$ cat config.mk
export PLATFORM = sky130hd
export DESIGN_NAME = bilinear_interpolator
export DESIGN_NICKNAME = d
export VERILOG_FILES = /design/src/rtl/bilinear_interpolator.sv
export SDC_FILE = /design/constraint.sdc
export NUM_CORES = 1
export LEC_CHECK = 0
export ABC_AREA = 1
export BUFFER_PORTS_ARGS = -buffer_cell sky130_fd_sc_hd__buf_2
export CAP_MARGIN = 15
export CORE_UTILIZATION = 54
export DETAILED_ROUTE_END_ITERATION = 6
export GPL_TIMING_DRIVEN = 0
export PLACE_DENSITY = 0.72
export SLEW_MARGIN = 20
export SYNTH_ARGS = -nofsm -noshare
export SYNTH_HDL_FRONTEND = slang
export SYNTH_SLANG_ARGS = --single-unit
export TNS_END_PERCENT = 100
$ cat constraint.sdc
create_clock -name clk -period 4.8 [get_ports clk]
set_input_delay 0.24 -clock clk [delete_from_list [all_inputs] [get_ports clk]]
set_output_delay 0.24 -clock clk [all_outputs]
set_load 0.03 [all_outputs]
$ cat src/rtl/bilinear_interpolator.sv
// bilinear_interpolator: 4-tap Q0.10 weighted pixel blend, frame-sequenced,
// fixed 3-cycle latency from an accepted group to out_valid.
module bilinear_interpolator #(
  parameter int FRAME_PIXELS = 307200,
  parameter int CNT_W        = 20
) (
  input  logic       clk,
  input  logic       rst,
  input  logic       start,
  input  logic       pix_valid,
  input  logic [7:0] pix_tl,
  input  logic [7:0] pix_tr,
  input  logic [7:0] pix_bl,
  input  logic [7:0] pix_br,
  input  logic [9:0] coeff_tl,
  input  logic [9:0] coeff_tr,
  input  logic [9:0] coeff_bl,
  input  logic [9:0] coeff_br,
  output logic       out_valid,
  output logic [7:0] out_pixel,
  output logic       busy,
  output logic       frame_done
);

  typedef enum logic [1:0] {
    IDLE    = 2'd0,
    PRIMING = 2'd1,
    RUNNING = 2'd2,
    DRAIN   = 2'd3
  } state_t;

  state_t           state;
  logic [CNT_W-1:0] cnt;

  logic        v1, v2, v3;
  logic [17:0] p_tl, p_tr, p_bl, p_br;
  logic [18:0] sum_top, sum_bot;
  logic [9:0]  q3;

  logic       active;
  logic       abort;
  logic       take;
  logic       last;
  logic       pipe_empty;
  logic [7:0] sat_pixel;

  assign active     = (state == PRIMING) || (state == RUNNING);
  assign abort      = (state != IDLE) && !start;
  assign take       = active && start && pix_valid;
  assign last       = (cnt + CNT_W'(1)) == CNT_W'(FRAME_PIXELS);
  assign pipe_empty = !(v1 || v2 || v3);
  assign busy       = (state != IDLE);

  // q3 is total>>10; anything above 255 clamps
  assign sat_pixel  = (|q3[9:8]) ? 8'hff : q3[7:0];

  always_ff @(posedge clk or negedge rst) begin
    if (!rst) begin
      state      <= IDLE;
      cnt        <= '0;
      frame_done <= 1'b0;
    end else begin
      frame_done <= 1'b0;
      if (abort) begin
        state <= IDLE;
        cnt   <= '0;
      end else begin
        unique case (state)
          IDLE: begin
            cnt <= '0;
            if (start) state <= PRIMING;
          end
          PRIMING, RUNNING: begin
            if (pix_valid) begin
              cnt   <= cnt + CNT_W'(1);
              state <= last ? DRAIN : RUNNING;
            end
          end
          DRAIN: begin
            if (pipe_empty) begin
              state      <= IDLE;
              cnt        <= '0;
              frame_done <= 1'b1;
            end
          end
        endcase
      end
    end
  end

  // valid bits ride alongside the data; an abort wipes every stage
  always_ff @(posedge clk or negedge rst) begin
    if (!rst) begin
      v1        <= 1'b0;
      v2        <= 1'b0;
      v3        <= 1'b0;
      out_valid <= 1'b0;
      p_tl      <= '0;
      p_tr      <= '0;
      p_bl      <= '0;
      p_br      <= '0;
      sum_top   <= '0;
      sum_bot   <= '0;
      q3        <= '0;
      out_pixel <= '0;
    end else begin
      v1        <= take;
      v2        <= v1 && !abort;
      v3        <= v2 && !abort;
      out_valid <= v3 && !abort;
      if (take) begin
        p_tl <= 18'(pix_tl) * 18'(coeff_tl);
        p_tr <= 18'(pix_tr) * 18'(coeff_tr);
        p_bl <= 18'(pix_bl) * 18'(coeff_bl);
        p_br <= 18'(pix_br) * 18'(coeff_br);
      end
      if (v1) begin
        sum_top <= {1'b0, p_tl} + {1'b0, p_tr};
        sum_bot <= {1'b0, p_bl} + {1'b0, p_br};
      end
      if (v2) begin
        q3 <= 10'(({1'b0, sum_top} + {1'b0, sum_bot} + 20'd512) >> 10);
      end
      if (v3) out_pixel <= sat_pixel;
    end
  end

endmodule

* Word level (Yosys, flattened, before mapping)
Cells that the tools add are included.
Storage, ports and cells: register bits 155, input bits 76, output and inout port bits 11, logic and storage cells 62
Cells by class: reductions and logical operators 17, eq/ne operators 7, multiply operators 4, multiplexer cells 14, add/subtract/negate cells 5
Operators with widths (count):
- $mul A8 B10 Y18 | 4
- $mux W20 | 3
- $pmux W20 S3 | 1
- $add A18 B18 Y19 | 2
- $add A19 B19 Y20 | 1
- $add A20 B1 Y20 const B | 1
- $add A20 B10 Y20 const B | 1
- $eq A20 B19 Y1 const B | 1
- $ne A3 B3 Y1 const B | 3
- $mux W2 | 4
- $mux W8 | 1
- $logic_and A1 B1 Y1 | 6
- $pmux W2 S3 | 1
- $eq A2 B2 Y1 const B | 2
- $mux W1 | 4
- $reduce_or A2 Y1 | 2
- $logic_or A1 B1 Y1 | 3
- $reduce_and A3 Y1 | 1
- $eq A2 B1 Y1 const B | 1
- $logic_not A1 Y1 | 2
- $logic_not A2 Y1 | 1
- $reduce_and A2 Y1 | 1
- $reduce_bool A2 Y1 | 1

* Depth between registers and ports, before layout
depth in word-level cells 6, mapped depth 22, gate-level depth less buffers 21

* Least setup slack after synthesis
Ideal clock, no wire load.
path type input -> register, from input port pix_tr[3], to register p_tr[13], stages on the path 18, buffers on the path 1, slack 0.707 ns, arrival 3.975 ns, library setup time 0.118 ns, required time 4.682 ns, path through clkbuf_1 > nand2_1 > inv_1 > fa_1 > fa_1 > fa_1 > inv_1 > fa_1 > inv_1 > ha_1 > a21o_1 > inv_1 > o21ai_0 > a21oi_1 > o21ai_0 > or2_2 > nand3_1 > nand2_1
Between the ends: word-level cells in the longest chain between the ends 1
Ends and longest elaborated chain:
- start, declared | RTL line 12 | input logic [7:0] pix_tr,
- $mul A8 B10 Y18 | RTL line 113 | p_tr <= 18'(pix_tr) * 18'(coeff_tr);
- end signal, assigned | RTL line 113
- end, declared | RTL line 36 | logic [17:0] p_tl, p_tr, p_bl, p_br;
No other way between the ends. A chain may end at the register's enable or synchronous reset.

* Final worst setup path
from input port pix_tl[4], to register p_tl[13]
Between the ends: word-level cells in the longest chain between the ends 1
Ends and longest elaborated chain:
- start, declared | RTL line 11 | input logic [7:0] pix_tl,
- $mul A8 B10 Y18 | RTL line 112 | p_tl <= 18'(pix_tl) * 18'(coeff_tl);
- end signal, assigned | RTL line 112
- end, declared | RTL line 36
No other way between the ends.

==> impl_metrics.tcl <==
set metrics [dict create \
    status "completed" \
    drc_errors 0 \
    reg2regPathDepth 7 \
    post-route-min-period_ns 4.20 \
    tritoncts "built" \
    drv_slew 0 \
    final_cell_area_um2 21400 \
    core_um2 36600 \
    report.final.setup_viol 0 \
    dp_hpwl_um 39700 \
    async_reset_ff_frac 1.00 \
    syn_to_final_growth_pct 6.60 \
    switching_power_uw 5710 \
    stdcell_count 3303 \
    grt_max_degree 90 \
    synth_fa_ha_area_frac 0.335 \
    ir_drop_mv 0.303 \
    hold_path_startpoint "start" \
    grt_pass1_vias 17300 \
    nets 3319 \
    fmax_ghz 0.238 \
    power_frac_comb 0.673 \
    cts_max_level 4 \
    routed-via-count 17200 \
    fillers 3495 \
    synth_cell_types 36 \
    synth_top_family_by_area "adder cells" \
    cts-root-buf "clkbuf_16" \
    synth-compound-area-share 0.0782 \
    die_area_um2 37900 \
    postSynthAreaPerCell_um2 7.20 \
    clk_latency_ns 0.44 \
    dp_cells 3270 \
    die_h_um 195 \
    grt_pass1_wl_um 82000 \
    antenna_cells 0 \
    synthCells 2787 \
    placed_cell_area_um2 20800 \
    yosys.area_share.simple 0.228 \
    synth_ff_type "dfrtp_1" \
    crit_type "input pin to flip-flop" \
    drive_gt1_frac 0.0261 \
    hold_violations 0 \
    pwr-share-seq 0.197 \
    rsz0062_at_grt "no" \
    antenna_found_initial 0 \
    arrival_ns 4.52 \
    synth_warnings 0 \
    hold-path-endpoint "state[1]" \
    avgRoutedWirePerCell_um 14.5 \
    synth-edff-count 0 \
    holdPathStages 3 \
    cap_violations 0 \
    met2_usage 0.461 \
    port_buffers 14 \
    yosys_register_bits 155 \
    cts.sinks 155 \
    grt_use_total 0.264 \
    num_rows 70 \
    post-route-period-util 0.875 \
    clock_path_buffers 2 \
    synth_area_um2 20100 \
    internal_power_uw 5410 \
    cts_made_buffers 17 \
    p_clk_frac 0.130 \
    power_density_nw_per_um2 520 \
    r2r-start "state[0]" \
    pin_count 87 \
    grt-ovfl-total 0 \
    post_drt_via_cell_ratio 5.21 \
    critPathLaunchType "input pin" \
    synthMuxAreaShare 0 \
    p_sw_frac 0.513 \
    synth_xor_area_frac 0.0240 \
    drtIter0Drc 967 \
    wirelength_um 47800 \
    start_util 0.548 \
    crit_fanout 10 \
    hold_class "input pin to flip-flop" \
    fin_tns_setup_ns 0 \
    grtUsageMet1 0.346 \
    rrSetupSlack_ns 2.27 \
    cp.required_ns 5.12 \
    use_met3 0.0300 \
    relSlewSlack 0.415 \
    drt_pass1_iterations 5 \
    syn_nets 3284 \
    p_leak_uw 0.0129 \
    gp_congestion 0.966 \
    r2r_end "p_tl[13]" \
    detail-route-antenna-nets 0 \
    ys_seq_area_frac 0.193 \
    clk_pin_slew_worst_paths_ns 0.07 \
    skew_ns 0.0167 \
    busiest_layer "met2" \
    worstMarginPinSlew_ns 0.877 \
    dieWidth_um 195 \
    endpoint_kind "flip-flop" \
]
## layout by cell type, fill, tap and decap left out, types with 18 or more instances in the layout
cell	Yosys	layout
o21ai_1	20	20
nand3_1	131	131
xor2_1	26	26
nand2_1	777	777
o21ai_0	105	105
fa_1	194	194
xnor2_1	29	29
nor3_1	18	18
dfrtp_1	155	155
inv_1	652	652
clkbuf_1	91	93
ha_1	227	227
a21oi_1	88	88
nor2_1	127	127
nand4_1	25	25
## area by class of cell
| class | count | area [µm²] | area share |
|---|---|---|---|
| plain buffers | 100 | 380 | 0.0178 |
| clock buffers | 19 | 433 | 0.0202 |
| clock inverters | 13 | 188 | 0.00878 |
| inverters | 656 | 2460 | 0.115 |
| multi-input cells | 1876 | 13300 | 0.624 |
| flip-flops and latches | 155 | 3880 | 0.181 |
| well taps | 468 | 586 | 0.0274 |
| repair buffers | 16 | 118 | 0.00550 |
## flip-flops by register name, summed over array words and instances (netlist names), 2 cells and up
| name | flops |
|---|---|
| q3 | 10 |
| sum_bot | 19 |
| out_pixel | 8 |
| state | 2 |
| p_br | 18 |
| p_tl | 18 |
| sum_top | 19 |
| p_bl | 18 |
| cnt | 20 |
| p_tr | 18 |
## logic make-up after synthesis
family | Yosys count
AOI/OAI and AO/OA | 284
xor gates and xnor gates | 55
adders and majority gates | 421
buffers and inverters | 756
DFF | 155
and+or+nand+nor | 1116
## per-stage QoR
step	utilization	total power, µW	worst slack (ns)	hold WS (ns)
3_3_place_gp	0.566	9480	0.245	0.463
6_report	0.584	11100	0.600	0.119
2_1_floorplan	-	7700	0.707	-0.0556
4_1_cts	0.584	11100	0.649	0.115
3_5_place_dp	0.567	9610	0.218	0.216
5_1_grt	0.584	12300	0.273	0.154
## what timing repair did
action,4_1_cts,5_1_grt
buffers inserted,0,0
hold buffers,1,0
resized for setup,0,0
endpoints found under the hold margin,66,0
## worst max-delay path by stage
stage	from	endpoint	slack, ns	depth (start not counted)
final	pix_tl[4]	p_tl[13]	0.60	18
after global routing	pix_tr[2]	p_tr[12]	0.27	19
after CTS	pix_tr[2]	p_tr[12]	0.65	20
after detailed placement	pix_tr[2]	p_tr[12]	0.22	20
after global placement	pix_tl[2]	p_tl[13]	0.24	18
after floorplan	pix_tr[3]	p_tr[13]	0.71	18
## worst max-delay path, stage by stage
cell and delay [ns]:
clkbuf_1 0.43, nand2_1 0.11, inv_1 0.10, fa_1 0.45
fa_1 0.51, fa_1 0.49, inv_1 0.06, fa_1 0.49
inv_1 0.05, ha_1 0.36, a21o_1 0.21, inv_1 0.08
o21ai_0 0.11, a21oi_1 0.21, o21ai_0 0.13, or2_2 0.30
nand3_1 0.12, nand2_1 0.07
## power by group through the flow
stage / clock, µW / combinational (µW) / sequential (µW)
3_5_place_dp: 0 / 7400 / 2210
3_3_place_gp: 0 / 7280 / 2190
6_report: 1440 / 7480 / 2190
2_1_floorplan: 0 / 5590 / 2110
5_1_grt: 1520 / 8560 / 2240
4_1_cts: 1460 / 7480 / 2190
## layer usage
metal  vias to the layer above  wire length (µm)
li1                       8544                 -
met1                      8221             21300
met2                       382             23500
met3                        69              1940
met4                         0              1150
met5                         -                 0
## synthesized netlist by cell type (2+ instances only)
library cell | number | area (µm²)
nor2_1 | 127 | 477
fa_1 | 194 | 3880
a211oi_1 | 12 | 90.1
dfrtp_1 | 155 | 3880
buf_2 | 4 | 20.0
buf_1 | 5 | 18.8
o22ai_1 | 13 | 81.3
nand2_1 | 777 | 2920
nor2_2 | 3 | 18.8
a21oi_1 | 88 | 440
a31oi_1 | 17 | 106
nand3b_1 | 15 | 113
nand2_2 | 3 | 18.8
o21ai_0 | 105 | 526
a21boi_0 | 2 | 15.0
nand3_1 | 131 | 656
inv_2 | 4 | 15.0
clkbuf_1 | 91 | 342
nor4_1 | 4 | 25.0
xnor2_1 | 29 | 254
inv_1 | 652 | 2450
or2_2 | 10 | 62.6
a21o_1 | 5 | 37.5
nor3_1 | 18 | 90.1
o21ai_1 | 20 | 100
xor2_1 | 26 | 228
o21ai_2 | 2 | 17.5
o21bai_1 | 16 | 120
ha_1 | 227 | 2840
o21a_1 | 2 | 15.0
nand4_1 | 25 | 156
(Power assumes the default switching activity.)
